**src/rtl/fnd_pkg.sv**
```systemverilog
// Shared constants and types for the 4-digit FND scan controller.
package fnd_pkg;

    localparam int         NDIG        = 4;
    localparam logic [7:0] SEG_OFF     = 8'hFF;
    localparam logic [3:0] COM_OFF     = 4'b1111;
    localparam int         FONT_DP_BIT = 0;

    typedef logic [1:0] dig_idx_t;

endpackage

```
**src/rtl/decoder_7seg.sv**
```systemverilog
// Hex nibble to 7-segment font, active-high {a,b,c,d,e,f,g,dp}; dp is always 0 here.
module decoder_7seg (
    input  logic [3:0] nibble,
    output logic [7:0] seg
);

    always_comb begin
        unique case (nibble)
            4'h0: seg = 8'hFC;
            4'h1: seg = 8'h60;
            4'h2: seg = 8'hDA;
            4'h3: seg = 8'hF2;
            4'h4: seg = 8'h66;
            4'h5: seg = 8'hB6;
            4'h6: seg = 8'hBE;
            4'h7: seg = 8'hE0;
            4'h8: seg = 8'hFE;
            4'h9: seg = 8'hF6;
            4'hA: seg = 8'hEE;
            4'hB: seg = 8'h3E;
            4'hC: seg = 8'h9C;
            4'hD: seg = 8'h7A;
            4'hE: seg = 8'h9E;
            default: seg = 8'h8E;
        endcase
    end

endmodule

```
**src/rtl/fnd_scan_ctrl.sv**
```systemverilog
// 4-digit multiplexed FND scanner with guard blanking and frame-synchronous double buffer.
// Optional build macro FND_LZ_BLANK_EN enables leading-zero blanking of digits 3..1.
module fnd_scan_ctrl
    import fnd_pkg::*;
#(
    parameter int REFRESH_DIV = 100000,
    parameter int BLANK_CYC   = 1000
) (
    input  logic        clk,
    input  logic        reset_n,
    input  logic [15:0] value,
    input  logic [3:0]  dp_in,
    input  logic        load,
    input  logic        enable,
    output logic [7:0]  seg_7,
    output logic [3:0]  com,
    output logic        frame_tick
);

    localparam int                CNT_W     = $clog2(REFRESH_DIV);
    localparam logic [CNT_W-1:0]  DIV_MAX   = CNT_W'(REFRESH_DIV - 1);
    localparam logic [CNT_W-1:0]  BLANK_LIM = CNT_W'(BLANK_CYC);
    localparam dig_idx_t          LAST_DIG  = dig_idx_t'(NDIG - 1);

    logic [CNT_W-1:0] div_cnt_q, div_cnt_d;
    dig_idx_t         dig_q, dig_d;
    logic [15:0]      disp_val_q, disp_val_d, pend_val_q, pend_val_d;
    logic [3:0]       disp_dp_q, disp_dp_d, pend_dp_q, pend_dp_d;
    logic             pend_valid_q, pend_valid_d;
    logic [7:0]       seg_q, seg_d;
    logic [3:0]       com_q, com_d;
    logic             frame_tick_q, frame_tick_d;

    logic             last_slot, boundary, lz_blank;
    logic [3:0]       cur_nib;
    logic [7:0]       font_seg, glyph, dp_vec;

    decoder_7seg u_font (
        .nibble (cur_nib),
        .seg    (font_seg)
    );

    assign last_slot = (div_cnt_q == DIV_MAX);
    assign boundary  = last_slot && (dig_q == LAST_DIG);
    assign cur_nib   = disp_val_q[{dig_q, 2'b00} +: 4];

    // NOTE: every always_comb output gets a default first so no path can infer a latch.
    always_comb begin
        div_cnt_d    = last_slot ? '0 : div_cnt_q + 1'b1;
        dig_d        = last_slot ? dig_q + 1'b1 : dig_q;
        frame_tick_d = boundary;

        disp_val_d   = disp_val_q;
        disp_dp_d    = disp_dp_q;
        pend_val_d   = pend_val_q;
        pend_dp_d    = pend_dp_q;
        pend_valid_d = pend_valid_q;

        // Transfer reads the old pending contents; a coincident load re-arms for the next frame.
        if (boundary && pend_valid_q) begin
            disp_val_d   = pend_val_q;
            disp_dp_d    = pend_dp_q;
            pend_valid_d = 1'b0;
        end
        if (load) begin
            pend_val_d   = value;
            pend_dp_d    = dp_in;
            pend_valid_d = 1'b1;
        end
    end

    always_comb begin
        lz_blank = 1'b0;
`ifdef FND_LZ_BLANK_EN
        unique case (dig_q)
            2'd3:    lz_blank = (disp_val_q[15:12] == 4'h0);
            2'd2:    lz_blank = (disp_val_q[15:8]  == 8'h00);
            2'd1:    lz_blank = (disp_val_q[15:4]  == 12'h000);
            default: lz_blank = 1'b0;
        endcase
`else
        lz_blank = 1'b0;
`endif
    end

    always_comb begin
        dp_vec              = '0;
        dp_vec[FONT_DP_BIT] = disp_dp_q[dig_q];
        glyph               = lz_blank ? 8'h00 : font_seg;
        com_d               = COM_OFF;
        seg_d               = SEG_OFF;
        if (enable && (div_cnt_q >= BLANK_LIM)) begin
            com_d = ~(4'b0001 << dig_q);
            seg_d = ~(glyph | dp_vec);
        end
    end

    // NOTE: sequential state uses non-blocking assignments so all flops update from pre-edge values.
    always_ff @(posedge clk or negedge reset_n) begin
        if (!reset_n) begin
            div_cnt_q    <= '0;
            dig_q        <= '0;
            disp_val_q   <= '0;
            disp_dp_q    <= '0;
            pend_val_q   <= '0;
            pend_dp_q    <= '0;
            pend_valid_q <= 1'b0;
            seg_q        <= SEG_OFF;
            com_q        <= COM_OFF;
            frame_tick_q <= 1'b0;
        end else begin
            div_cnt_q    <= div_cnt_d;
            dig_q        <= dig_d;
            disp_val_q   <= disp_val_d;
            disp_dp_q    <= disp_dp_d;
            pend_val_q   <= pend_val_d;
            pend_dp_q    <= pend_dp_d;
            pend_valid_q <= pend_valid_d;
            seg_q        <= seg_d;
            com_q        <= com_d;
            frame_tick_q <= frame_tick_d;
        end
    end

    assign seg_7      = seg_q;
    assign com        = com_q;
    assign frame_tick = frame_tick_q;

endmodule

```
**config.mk**
```make
export PLATFORM = sky130hd
export DESIGN_NAME = fnd_scan_ctrl
export DESIGN_NICKNAME = d
export VERILOG_FILES = /design/src/rtl/fnd_pkg.sv /design/src/rtl/decoder_7seg.sv /design/src/rtl/fnd_scan_ctrl.sv
export SDC_FILE = /design/constraint.sdc
export NUM_CORES = 1
export LEC_CHECK = 0
export ABC_AREA = 0
export BUFFER_PORTS_ARGS = -buffer_cell sky130_fd_sc_hd__buf_2
export CAP_MARGIN = 10
export CORE_MARGIN = 2
export CORE_UTILIZATION = 45
export DETAILED_ROUTE_END_ITERATION = 10
export HOLD_SLACK_MARGIN = 0.08
export PLACE_DENSITY = 0.69
export SYNTH_ARGS = -nofsm -noshare
export SYNTH_HDL_FRONTEND = slang
export SYNTH_HIERARCHICAL = 1
export SYNTH_SLANG_ARGS = --single-unit
```
**constraint.sdc**
```tcl
create_clock -name clk -period 2.8 [get_ports clk]
set_input_delay 0.14 -clock clk [delete_from_list [all_inputs] [get_ports clk]]
set_output_delay 0.14 -clock clk [all_outputs]
set_load 0.05 [all_outputs]
```
==> results of run 1 <==
power by group through the flow:
stage | combinational, uW | sequential, uW | clock, uW
after floorplan | 36.6 | 1110 | 0
after detailed placement | 75.7 | 1120 | 0
after CTS | 98.2 | 1100 | 788
after global placement | 73.6 | 1120 | 0
after global routing | 107 | 1100 | 835
final | 95.8 | 1100 | 759
logic make-up after synthesis:
kind of cell	after synthesis	synth area share (%)
simple gates	60	9.78
compound gates	12	2.28
xor+xnor	15	3.86
other cells	1	0.110
fa+ha+maj	13	4.78
flops	73	54.1
mux	51	21.2
buf+inv	22	3.82
cell usage in the layout (no fill, tap or decap), types with 2 or more instances in the layout:
| cell | count |
|---|---|
| mux2_4 | 21 |
| nand3_1 | 4 |
| nor3_1 | 5 |
| dfrtp_1 | 61 |
| mux2_2 | 22 |
| clkbuf_8 | 12 |
| nor2_1 | 12 |
| or4_1 | 2 |
| mux4_2 | 5 |
| mux2i_1 | 2 |
| xor2_1 | 7 |
| buf_2 | 36 |
| dlygate4sd3_1 | 21 |
| dfstp_2 | 12 |
| a21oi_1 | 3 |
| nand4_1 | 4 |
| buf_4 | 3 |
| nor4_1 | 2 |
| nand2_1 | 17 |
| inv_1 | 12 |
| xnor2_1 | 8 |
| o21ai_0 | 4 |
| nand3b_1 | 2 |
| nor2b_1 | 2 |
| clkbuf_1 | 2 |
| ha_1 | 13 |
through the flow:
stage | setup WS (ns) | std cells | hold WS [ns] | instance area, um^2 | util (%)
finish | 0.594 | 412 | 0.295 | 4040 | 55.4
detailed placement | 0.603 | 375 | 0.374 | 3640 | 50.0
floorplan | 0.558 | 247 | -0.156 | 3400 | -
global route | 0.534 | 412 | 0.312 | 4040 | 55.4
CTS | 0.599 | 412 | 0.289 | 4040 | 55.4
global placement | 0.630 | 375 | 0.371 | 3640 | 50.0
per-layer routing:
metal	share of wire (%)	up-vias	track usage [%]
li1	-	973	-
met1	47	959	20.9
met2	47	35	23.0
met3	2.9	12	3.57
met4	2.7	0	8.59
met5	0	-	0
state kept, by name, indices dropped and copies added, names as in the netlist:
register      count
pend_val_q       16
disp_val_q       16
div_cnt_q        17
dig_q             2
disp_dp_q         4
frame_tick        1
seg_7             8
pend_valid_q      1
pend_dp_q         4
com               4
area by class of cell:
cell class / instances / area, um^2
Multi-Input combinational cell: 152 / 1430
Clock inverter: 2 / 12.5
Timing Repair Buffer: 60 / 413
Sequential cell: 73 / 1840
Tap cell: 99 / 124
Inverter: 12 / 45.0
Clock buffer: 14 / 173
Fill cell: 637 / 3250
how the worst min path moves through the flow:
stage                          from                          to  depth (start not counted)
final                          load    pend_valid_q$_DFFE_PN0P_                          2
after global routing           load    pend_valid_q$_DFFE_PN0P_                          2
after CTS                      load    pend_valid_q$_DFFE_PN0P_                          2
after detailed placement  value[10]  pend_val_q[10]$_DFFE_PN0P_                          2
after global placement     value[0]   pend_val_q[0]$_DFFE_PN0P_                          2
after floorplan             reset_n        dig_q[0]$_DFFE_PN0N_                          0
critical path, delay by kind of cell (launching register included):
| kind | cells | cell delay (ns) |
|---|---|---|
| flops | 1 | 0.40 |
| simple gates | 3 | 1.34 |
| mux | 1 | 0.34 |
timing repair:
item                                   CTS  global route
buffers inserted                         0             0
endpoints found under the hold margin   81             0
hold buffers                            21             0
==> impl_results.md, run 1 <==
* Unrepaired setup endpoints after global routing: false
* Fin nets at around 350
* Worst slew pin tran at ~0.88 ns
* Synth unique cells at between 40 and 50
* Fmax at about 450 MHz
* H-tree levels at 3
* Seq/Total Area, Yosys at 54.1%
* Top cell type's share of synthesized area at between 40% and 50%
* Clock skew at 0.00890 ns
* Yosys Warn Count at 6
* Vias in the first global route at around 2.1k
* Tot Pwr at slightly below 2000 uW
* Synth area leader: dfrtp_1
* Worst setup startpoint: div_cnt_q[14]$_DFF_PN0_
* CP Class: register to register
* Min cycle time layout at 2.21 ns
* CTS Buf Count at 9
* Die Ht at around 90 um
* Final WL at between 5000 and 6000 um
* Num rows at 31
* Die area at ~8300 um^2
* EDFF count, synth at 0
* Startpoint Class: register
* Syn_nets at 284
* ANT nets after route at 0
* Ant diodes at 0
* Clk buf depth at 2
* Power Dens Cells at just under 500 nW/um^2
* Core area at ~7300 um^2
* Endpoint type of the worst setup path: register
* Overflow after GRT at 0
* Fin. max-slew vios at 0
* Initial DRC count at about 100
* Via Count at ~2k
* CTS sink count at 73
* Clock latency on the worst-skew pair at around 0.35 ns
* Top cells by area, synth: dfrtp_1, dfstp_2, mux2_4, mux2_2, ha_1
* First-pass DRT Iterations at 4
* Max incr delay on CP at 0.57 ns
* Int Power at about 1500 uW
* FFs w/ async S/R, synth at between 90% and 100%
* Area delta synth->final at 18.7%
* Worst path required time at slightly above 3 ns
* Largest net degree at the start of global routing at 74
* DIE WIDTH at about 91 um
* Initial core utilization at 46.7%
* HPWL after DPL at 3800 um
* DR WL/cell at about 14 um
* DRC viols at 0
* Max-slew headroom at about two fifths
* R2r setup slk at 0.59 ns
* First-pass GRT wire length at between 9000 and 10000 um
* Post-synth top cells: dfrtp_1, mux2_2, mux2_4
* CTS tree: built
* Cells after synthesis at roughly 250
* Setup TNS at 0 ns
* Lkg Pwr at roughly 0.0018 uW
* Max cap viols at 0
* Worst-path fanout max at 20
* Ports at 37
* Arrival @ worst endpoint at 2.44 ns
* Maximum vdd drop at 287 uV
* Mean Syn Cell Area at 13.8 um^2
* Antenna violations before repair at 0
* Power share of the clock group at between 30% and 40%
* Crit path capture: disp_val_q[10]$_DFFE_PN0P_
* Clock Pin Slew Worst Setup and Hold Paths at roughly 0.07 ns
* Seq pwr share at between 50% and 60%
* Most used DFF post-synth: dfrtp_1
* Critical-path cell list: or4_4, nor4_4, and3_4, mux2_4
* GRT Resource Usage Total at 15.4%
* Share of cells above drive strength 1 at between 30% and 40%
* Reg2reg end: disp_val_q[10]$_DFFE_PN0P_
* Sw Ratio at a little over a fifth
* Final worst path period share at 78.8%
* Run status: finished, final reports clean
* Worst Hold Class: primary input to register
* Port buffer count at 36
* Synthesized cell area at about 3400 um^2
* Reg2reg path depth at 4
* Setup violations, final at 0
* Switch Pwr at about 420 uW
* Combinational group share of total power at just under 5%
* Most frequent cell after synthesis: dfrtp_1
* Flops & latches, synth at 73
* Origin of the critical flop-to-flop path: div_cnt_q[14]$_DFF_PN0_
* Cts repair resizes at 0
* Via density at about 4.8
* Hold Vio Cnt, Final at 0
* Placer congestion estimate at ~0.84
* CTS Root Cell: clkbuf_8
* Slowest-stage cell, CP: or4_4
(Power assumes the default switching activity.)
==> run 2: changes to the inputs <==
--- a/config.mk
+++ b/config.mk
@@ -12,7 +12,7 @@
 export CORE_UTILIZATION = 45
 export DETAILED_ROUTE_END_ITERATION = 10
 export HOLD_SLACK_MARGIN = 0.08
-export PLACE_DENSITY = 0.69
+export PLACE_DENSITY = 0.71
 export SYNTH_ARGS = -nofsm -noshare
 export SYNTH_HDL_FRONTEND = slang
 export SYNTH_HIERARCHICAL = 1
==> constraint.sdc (replaced) <==
create_clock -name clk -period 1.9 [get_ports clk]
set_input_delay 0.095 -clock clk [delete_from_list [all_inputs] [get_ports clk]]
set_output_delay 0.095 -clock clk [all_outputs]
set_load 0.05 [all_outputs]
==> run 2 against run 1 <==
Against the previous run:
- the run now ends with negative setup slack left
- setup slack worse by 0.63 ns
- clock skew up 0.0041 ns
- cell area up 7.9%
- utilization up 4.4 points
==> impl_results.md, run 2 (synthesis results as in run 1) <==
* Via Count at 2114 (was 1979)
* Antenna violations before repair at 0 (unchanged)
* Placer congestion estimate at 0.826 (was 0.845)
* Clock skew at 0.0130 ns (was 0.00890 ns)
* First-pass DRT Iterations at 4 (unchanged)
* Clock Pin Slew Worst Setup and Hold Paths at 0.08 ns (was 0.07 ns)
* Setup violations, final at 21 (was 0)
* Worst min-delay path endpoint: seg_7[0]$_DFF_PN1_ (was pend_valid_q$_DFFE_PN0P_)
* Regs by FF count: div_cnt_q (17), disp_val_q (16), pend_val_q (16) (unchanged)
* Unrepaired setup endpoints after global routing: true (was false)
* Post-Place Setup Slack at -0.0283 ns (was 0.603 ns)
* Port buffer count at 36 (unchanged)
* Failing checks: negative setup slack
* Initial core utilization at 46.7% (unchanged)
* Num rows at 31 (unchanged)
* Setup slack after layout at -0.0377 ns (was 0.594 ns)
* DRC viols at 0 (unchanged)
* Die area at 8270 um^2 (unchanged)
* Fmax at 516 MHz (was 453 MHz)
* Power Dens Cells at 668 nW/um^2 (was 484 nW/um^2)
* Share of cells above drive strength 1 at 45.3% (was 37.4%)
* Ports at 37 (unchanged)
* Clock latency on the worst-skew pair at 0.36 ns (was 0.35 ns)
* Most frequent cells in the layout: dfrtp_1, buf_2, mux2_2 (was dfrtp_1, buf_2, mux2_2, mux2_4, dlygate4sd3_1)
* Hold Path Depth at 3 (was 2)
* Worst hold start: enable (was load)
* Placed instance area at 3890 um^2 (was 3640 um^2)
* Largest net degree at the start of global routing at 74 (unchanged)
* Overflow after GRT at 0 (unchanged)
* CTS Root Cell: clkbuf_8 (unchanged)
* Final WL at 6260 um (was 5690 um)
* Fin nets at 370 (was 345)
* Setup TNS at -0.589 ns (was 0 ns)
* Run status: finished with violations (was finished, final reports clean)
* Ant diodes at 0 (unchanged)
* CTS tree: built (unchanged)
* Register name with the most flops: div_cnt_q (unchanged)
* HPWL after DPL at 4090 um (was 3800 um)
* Worst Hold Class: primary input to register (unchanged)
* Final worst path period share at 102% (was 78.8%)
* ANT nets after route at 0 (unchanged)
* Filler instances at 610 (was 637)
* Startpoint Class: register (unchanged)
* Placed cell count at 398 (was 375)
* Clk buf depth at 2 (unchanged)
* Lkg Pwr at 0.00194 uW (was 0.00179 uW)
* Endpoint type of the worst setup path: register (unchanged)
* Initial DRC count at 83 (was 101)
* Max cap viols at 0 (unchanged)
* Arrival @ worst endpoint at 2.18 ns (was 2.44 ns)
* First-pass GRT wire length at 10500 um (was 9940 um)
* Core Util, Final at 59.8% (was 55.4%)
* GRT Resource Usage Total at 16.4% (was 15.4%)
* DR WL/cell at 14.3 um (was 13.8 um)
* Worst-path fanout max at 9 (was 20)
* Reg2reg path depth at 5 (was 4)
* Hold Vio Cnt, Final at 0 (unchanged)
* CTS sink count at 73 (unchanged)
* Vias in the first global route at 2157 (was 2106)
* Maximum vdd drop at 406 uV (was 287 uV)
* Fin cells at 437 (was 412)
* Worst path required time at 2.14 ns (was 3.03 ns)
* H-tree levels at 3 (unchanged)
* DIE WIDTH at 91.0 um (unchanged)
* CP Class: register to register (unchanged)
* R2r setup slk at -0.04 ns (was 0.59 ns)
* Die Ht at 91.0 um (unchanged)
* CTS Buf Count at 9 (unchanged)
* Core area at 7290 um^2 (unchanged)
* Finished Cell Area at 4360 um^2 (was 4040 um^2)
* Via density at 4.84 (was 4.80)
* Reg2reg end: disp_val_q[0]$_DFFE_PN0P_ (was disp_val_q[10]$_DFFE_PN0P_)
* Fin. max-slew vios at 0 (unchanged)
* Commonest non-fill, non-tap cell in the layout: dfrtp_1 (unchanged)
* Max reg flops at 17 (unchanged)
* Origin of the critical flop-to-flop path: div_cnt_q[14]$_DFF_PN0_ (unchanged)
* Min cycle time layout at 1.94 ns (was 2.21 ns)
* Area delta synth->final at 28.1% (was 18.7%)
-- run 2: cell types whose count changed in the layout (fill, tap and decap cells not counted), moves of 3 or more --
cell,change
buf_12,+4
ha_4,+3
buf_4,+18
ha_1,-4
-- run 2: per-stage QoR --
stage | total power (uW) | hold WS (ns)
floorplan | 1700 | -0.201
global placement | 1760 | 0.150
detailed placement | 1770 | 0.155
CTS | 2950 | 0.172
global route | 3040 | 0.172
finish | 2910 | 0.159
-- run 2: how the worst max path moves through the flow --
| stage | start | endpoint | slack, ns |
|---|---|---|---|
| floorplan | dig_q[0]$_DFFE_PN0N_ | seg_7[4]$_DFF_PN1_ | -0.07 |
| global placement | dig_q[0]$_DFFE_PN0N_ | seg_7[4]$_DFF_PN1_ | -0.02 |
| detailed placement | div_cnt_q[14]$_DFF_PN0_ | disp_val_q[1]$_DFFE_PN0P_ | -0.03 |
| CTS | div_cnt_q[14]$_DFF_PN0_ | disp_val_q[0]$_DFFE_PN0P_ | -0.04 |
| global route | div_cnt_q[14]$_DFF_PN0_ | disp_dp_q[0]$_DFFE_PN0P_ | -0.1 |
| finish | div_cnt_q[14]$_DFF_PN0_ | disp_val_q[0]$_DFFE_PN0P_ | -0.04 |
-- run 2: area by class of cell --
class                           count  area (um^2)  share of cell area, %
Clock buffer                       11          151                   3.47
Clock inverter                      5         40.0                  0.919
Inverter                           12         50.0                   1.15
Multi-Input combinational cell    153         1500                   34.4
Sequential cell                    73         1840                   42.3
Tap cell                           99          124                   2.84
Timing Repair Buffer               84          651                   14.9
-- run 2: routing by layer --
metal,wire [um],track usage [%],up-vias
li1,-,-,1028
met1,2950,22.8,1040
met2,2980,24.1,35
met3,222,5.23,11
met4,110,6.06,0
met5,0,0,-
-- run 2: report_power, final --
group / switching, uW / leakage (uW) / internal (uW)
Clock: 594 / 0.0000878 / 548
Combinational: 57.8 / 0.000945 / 87.8
Sequential: 26.1 / 0.000912 / 1600
Total: 678 / 0.00194 / 2230
-- run 2: worst max-delay path: stages, from the launching register on --
cell and delay [ns]:
dfrtp_1 0.38, or4_4 0.56, nor4_4 0.18, and3_4 0.28, buf_12 0.15, mux2_4 0.30
-- run 2: timing repair --
action	in CTS	in global routing
gates cloned	0	1
endpoints found under the hold margin	93	0
pin swaps	1	4
hold buffers	21	0
setup buffers	0	1
endpoints found under the setup margin	22	30
resized for setup	1	8
